## config.mk

```make
export PLATFORM = sky130hd
export DESIGN_NAME = fp_mul_normalize_pipe
export DESIGN_NICKNAME = d
export VERILOG_FILES = /design/src/rtl/fp_mul_normalize_pipe.sv
export SDC_FILE = /design/constraint.sdc
export NUM_CORES = 1
export LEC_CHECK = 0
export ABC_AREA = 1
export CORE_MARGIN = 4
export CORE_UTILIZATION = 50
export CTS_BUF_LIST = sky130_fd_sc_hd__clkbuf_4
export DETAILED_ROUTE_END_ITERATION = 10
export PLACE_DENSITY = 0.77
export SYNTH_ARGS = -nofsm -noshare
export SYNTH_HDL_FRONTEND = slang
export SYNTH_SLANG_ARGS = --single-unit
export TNS_END_PERCENT = 5
```

## constraint.sdc

```tcl
create_clock -name clk -period 3.08 [get_ports clk]
set_input_delay 0.462 -clock clk [delete_from_list [all_inputs] [get_ports clk]]
set_output_delay 0.462 -clock clk [all_outputs]
set_load 0.005 [all_outputs]
```

## src/rtl/fp_mul_normalize_pipe.sv

```systemverilog
// Normalize, round-to-nearest-even and pack stage of the FP multiply pipeline (two stages, no backpressure).
// Optional status outputs (ovf/unf/inexact) are enabled by defining FP_MUL_NORM_STATUS_EN.
module fp_mul_normalize_pipe #(
  parameter int EXP_BIAS = 127,
  parameter int PASS_W   = 31
) (
  input  logic              clk,
  input  logic              rst_n,
  input  logic              valid,
  input  logic [47:0]       M_mul,
  input  logic [7:0]        E_mul,
  input  logic [PASS_W-1:0] float_in_2,
  output logic [30:0]       float_out,
  output logic [PASS_W-1:0] float_out_2,
  output logic              ready
`ifdef FP_MUL_NORM_STATUS_EN
  ,
  output logic              ovf,
  output logic              unf,
  output logic              inexact
`endif
);

  localparam logic signed [9:0] BIAS_10 = 10'(EXP_BIAS);

  // Stage 1 next-state
  logic signed [9:0] e_ext;
  logic [22:0]       mant_d;
  logic              guard_d;
  logic              sticky_d;
  logic signed [9:0] exp_d;

  // Stage 1 registers
  logic              s1_vld_q;
  logic [22:0]       s1_mant_q;
  logic              s1_guard_q;
  logic              s1_sticky_q;
  logic signed [9:0] s1_exp_q;
  logic [PASS_W-1:0] s1_pass_q;

  // Stage 2 combinational
  logic              round_up;
  logic [23:0]       mant_sum;
  logic [22:0]       mant_r;
  logic signed [9:0] carry_ext;
  logic signed [9:0] exp_r;
  logic signed [9:0] be;
  logic              ovf_d;
  logic              unf_d;
  logic [30:0]       float_out_d;

  // Stage 2 registers
  logic [30:0]       float_out_q;
  logic [PASS_W-1:0] float_out_2_q;
  logic              ready_q;

  assign e_ext = {{2{E_mul[7]}}, E_mul};

  // An operand pair whose product lacks both top bits still takes the bit-46 path.
  // NOTE: every variable in an always_comb gets a value on every path, otherwise a latch is inferred.
  always_comb begin
    mant_d   = M_mul[45:23];
    guard_d  = M_mul[22];
    sticky_d = |M_mul[21:0];
    exp_d    = e_ext;
    if (M_mul[47]) begin
      mant_d   = M_mul[46:24];
      guard_d  = M_mul[23];
      sticky_d = |M_mul[22:0];
      exp_d    = e_ext + 10'sd1;
    end
  end

  always_comb begin
    round_up    = s1_guard_q & (s1_sticky_q | s1_mant_q[0]);
    mant_sum    = {1'b0, s1_mant_q} + {23'd0, round_up};
    mant_r      = mant_sum[23] ? 23'd0 : mant_sum[22:0];
    carry_ext   = {9'd0, mant_sum[23]};
    exp_r       = s1_exp_q + carry_ext;
    be          = exp_r + BIAS_10;
    ovf_d       = (be >= 10'sd255);
    unf_d       = (be <= 10'sd0);
    float_out_d = {be[7:0], mant_r};
    if (ovf_d) begin
      float_out_d = {8'hFF, 23'd0};
    end else if (unf_d) begin
      float_out_d = 31'd0;
    end
  end

  // NOTE: sequential state uses non-blocking assignments so every register samples pre-edge values.
  // NOTE: all pipeline data is reset as well, so a reset mid-stream leaves no stale result visible.
  always_ff @(posedge clk or negedge rst_n) begin
    if (!rst_n) begin
      s1_vld_q    <= 1'b0;
      s1_mant_q   <= '0;
      s1_guard_q  <= 1'b0;
      s1_sticky_q <= 1'b0;
      s1_exp_q    <= '0;
      s1_pass_q   <= '0;
    end else begin
      s1_vld_q <= valid;
      if (valid) begin
        s1_mant_q   <= mant_d;
        s1_guard_q  <= guard_d;
        s1_sticky_q <= sticky_d;
        s1_exp_q    <= exp_d;
        s1_pass_q   <= float_in_2;
      end
    end
  end

  always_ff @(posedge clk or negedge rst_n) begin
    if (!rst_n) begin
      float_out_q   <= '0;
      float_out_2_q <= '0;
      ready_q       <= 1'b0;
    end else begin
      ready_q <= s1_vld_q;
      if (s1_vld_q) begin
        float_out_q   <= float_out_d;
        float_out_2_q <= s1_pass_q;
      end
    end
  end

  assign float_out   = float_out_q;
  assign float_out_2 = float_out_2_q;
  assign ready       = ready_q;

`ifdef FP_MUL_NORM_STATUS_EN
  logic ovf_q;
  logic unf_q;
  logic inexact_q;

  // Flags ride with float_out and hold until the next result.
  always_ff @(posedge clk or negedge rst_n) begin
    if (!rst_n) begin
      ovf_q     <= 1'b0;
      unf_q     <= 1'b0;
      inexact_q <= 1'b0;
    end else if (s1_vld_q) begin
      ovf_q     <= ovf_d;
      unf_q     <= unf_d & ~ovf_d;
      inexact_q <= s1_guard_q | s1_sticky_q;
    end
  end

  assign ovf     = ovf_q;
  assign unf     = unf_q;
  assign inexact = inexact_q;
`endif

endmodule

```

==> flow_metrics.py, run 1 <==
metrics = {
    "die": {
        "io_pins": 153,
        "die_h_um": 120.8,
        "std_cell_rows": 40,
        "die_area_um2": 14590,
        "initial_core_util_pct": 52.07,
        "core-area_um2": 12210,
        "die_width_um": 120.8,
    },
    "placement": {
        "dp_slack_ns": -0.1142,
        "place_inst": 1116,
        "place.gp.congestion": 0.9114,
        "dp_hpwl_mm": 12.28,
        "placed_area_um2": 8170,
        "port_buffers": 152,
    },
    "global_route": {
        "grt_max_degree": 77,
        "grt_pass1_vias": 5783,
        "grtUsageTotal_pct": 23.62,
        "antenna_found_initial": 1,
        "grt_pass1_wl_mm": 27.60,
        "grt_overflow": 0,
    },
    "clock_network": {
        "cts-root-buf": "clkbuf_4",
        "post_cts_buffers": 0,
        "clk_pin_slew_ns": 0.12,
        "htreeDepth": 4,
        "cts_tree": "built",
        "numCtsBuffers": 17,
        "clk_path_buf_depth": 2,
        "clk_latency_ns": 0.52,
        "cts_sinks": 129,
    },
    "synth": {
        "yosysWarnings": 0,
        "netlist_area_um2": 6359,
        "yosysMostFrequentCell": "nand2_1",
        "synth_top_area_share_pct": 50.77,
        "yosysSeqAreaShare_pct": 50.77,
        "syn_nets": 900,
        "synth_commonest_cells": "235 x nand2_1, 129 x dfrtp_1, 103 x o21ai_0",
        "ys_top_cells_by_area": "dfrtp_1 51%, nand2_1 14%, o21ai_0 8.1%",
        "synth_cells": 806,
        "synthFlopType": "dfrtp_1",
        "async_flop_share_pct": 100.0,
        "ys_ff_latch": 129,
        "synth.distinct_cells": 35,
        "synth_top_area_cell": "dfrtp_1",
        "synth_edf_count": 0,
        "avgSynthCellArea_um2": 7.889,
    },
    "pwr": {
        "power_frac_seq_pct": 46.4,
        "comb_power_share_pct": 23.0,
        "cellInternalPower_mw": 3.037,
        "clkPwrFrac_pct": 30.7,
        "ir_drop_v": 0.0003952,
        "switching_share_pct": 29.70,
        "p_per_area_nw_per_um2": 505.2,
        "p_sw_mw": 1.283,
        "total_power_mw": 4.320,
        "power.static_leakage_nw": 4.042,
    },
    "worst_hold_path": {
        "hp-class": "input pin to flip-flop",
    },
    "route": {
        "wl_per_cell_um": 14.58,
        "first_pass_iters": 8,
        "drc": 0,
        "via_count": 5941,
        "wirelength_mm": 16.77,
        "viasPerCell": 5.166,
        "ant_nets": 0,
        "drtIter0Drc": 679,
    },
    "setup_path": {
        "worstSetupEndpointType": "flip-flop",
        "critical_path_buf_inv_count": 0,
        "crit_path_start_kind": "flip-flop",
        "path_class": "flip-flop to flip-flop",
        "cp.required_ns": 3.54,
        "path_cells": "nand2_2, nor2_4, nand2_2, nor2_4, nand2_2, nor2_4, nand4_1, ha_1, ha_1, nand2_1, nor2_1, nand2_1, nand2_1, nand2_1, a21oi_4, a21boi_2, nand3_1, nand2_1",
        "cpMostUsedCell": "nand2_1",
        "cp.arrival_ns": 3.33,
        "crit_slowest_cell": "a21boi_2",
        "crit_fanout": 10,
        "cpLargestDelayFamily": "simple AND/OR/NAND/NOR gates",
        "cpPeakStageDelay_ns": 0.57,
    },
    "timing": {
        "skew_ns": 0.01893,
        "fmax_mhz": 348.5,
        "fin_crit_sh_pct": 93.15,
        "relSlewSlack_pct": 52.55,
        "timing.final.ws_setup_ns": 0.2108,
        "hold_viol": 0,
        "worst_pin_slew_ns": 0.7076,
        "setup_violations": 0,
        "min_period_ns": 2.869,
        "rsz0062_at_grt": "true",
        "drv_slew": 0,
    },
    "finish": {
        "layout-drive-gt1-share_pct": 9.990,
        "postLayoutCoreUtil_pct": 70.01,
        "layout.cells.non_filler": 1150,
        "nNetsFinal": 1063,
        "areaGrowthSynthToFinish_pct": 34.45,
        "final_area_um2": 8549,
    },
    "status": {
        "status": "completed",
    },
    "flow_run": {
        "maxCapViolCount": 0,
    },
}
-- timing repair --
item / CTS / global route
endpoints found under the setup margin: 21 / 31
endpoints found under the hold margin: 52 / 0
hold buffers: 1 / 0
pin swaps: 0 / 1
resized for setup: 1 / 4
gates cloned: 0 / 1
-- registers in the layout, indices dropped and copies added (netlist names) --
register     cells
s1_pass_q       31
float_out_2     31
s1_sticky_q      1
ready            1
float_out       31
s1_exp_q         9
s1_guard_q       1
s1_vld_q         1
s1_mant_q       23
-- worst paths after layout --
kind	startpoint	endpoint	slack [ns]	cells after the start
hold reg to reg	float_out_2[30]	float_out_2[30]	0.48	2
hold / removal	valid	s1_pass_q[30]	0.41	3
min in group asynchronous	rst_n	float_out_2[15]	0.51	2
max in group asynchronous	rst_n	float_out_2[4]	1.71	3
setup / recovery	s1_guard_q	float_out[22]	0.21	18
setup reg to reg	s1_guard_q	float_out[22]	0.21	18
-- logic make-up after synthesis --
family | Yosys count | share of synthesized area [%]
compound gates | 141 | 11.89
xor+xnor | 9 | 1.240
fa+ha+maj | 4 | 0.7871
buf+inv | 121 | 7.655
flops | 129 | 50.77
simple gates | 402 | 27.67
-- layer usage --
metal / track usage [%] / share of wire, % / vias up
li1: - / - / 2928
met1: 30.77 / 44 / 2819
met2: 39.08 / 49 / 158
met3: 4.303 / 4.6 / 36
met4: 9.561 / 2.3 / 0
met5: 0 / 0 / -
-- through the flow --
step                      hold slack, ns  setup TNS (ns)
after floorplan                   0.1664               0
after global placement            0.4596         -0.1574
after detailed placement          0.4600          -1.570
after CTS                         0.3605               0
after global routing              0.3622         -0.4828
final                             0.4147               0
-- worst min-delay path: stages --
cell     delay, ns
buf_4         0.25
nand2_1       0.11
nand2_1       0.05
-- power by group through the flow --
stage | clock network (mW) | registers, mW | logic [mW]
4_1_cts | 1.35 | 2.00 | 0.995
3_3_place_gp | 0 | 2.03 | 0.971
5_1_grt | 1.43 | 2.02 | 1.11
6_report | 1.32 | 2.00 | 0.992
2_1_floorplan | 0 | 2.02 | 0.439
3_5_place_dp | 0 | 2.03 | 0.988
-- cell usage in the layout, fill, tap and decap left out, types with 2 or more instances in the layout --
cell type,instances
a21oi_1,7
buf_12,4
buf_4,26
bufinv_16,4
clkbuf_4,17
clkdlybuf4s50_1,150
clkinv_4,3
clkinvlp_4,2
dfrtp_1,129
ha_1,4
inv_1,79
inv_2,4
inv_6,3
nand2_1,233
nand2_2,7
nand2_4,2
nand3_1,38
nand3_2,11
nand3b_1,3
nand4_1,6
nor2_1,76
nor2_2,4
nor2_4,3
nor3_1,8
nor4_1,8
o21ai_0,103
o22ai_1,23
o31ai_1,2
xor2_1,8
-- layout make-up --
class | instances | area [um^2]
Multi-Input combinational cell | 557 | 2679
Timing Repair Buffer | 181 | 1787
Tap cell | 168 | 210.2
Clock buffer | 17 | 127.6
Sequential cell | 129 | 3228
Inverter | 83 | 311.5
Clock inverter | 14 | 203.9
Antenna cell | 1 | 2.502
Fill cell | 1063 | 3662
(Power assumes the default switching activity.)
==> run 2, diff against run 1 <==
--- a/config.mk
+++ b/config.mk
@@ -9,6 +9,7 @@
 export CORE_MARGIN = 4
 export CORE_UTILIZATION = 50
 export CTS_BUF_LIST = sky130_fd_sc_hd__clkbuf_4
+export CTS_CLUSTER_SIZE = 25
 export DETAILED_ROUTE_END_ITERATION = 10
 export PLACE_DENSITY = 0.77
 export SYNTH_ARGS = -nofsm -noshare
==> results of run 2 <==
Same layout as run 1: the final DEF is identical, and so are final timing and power.
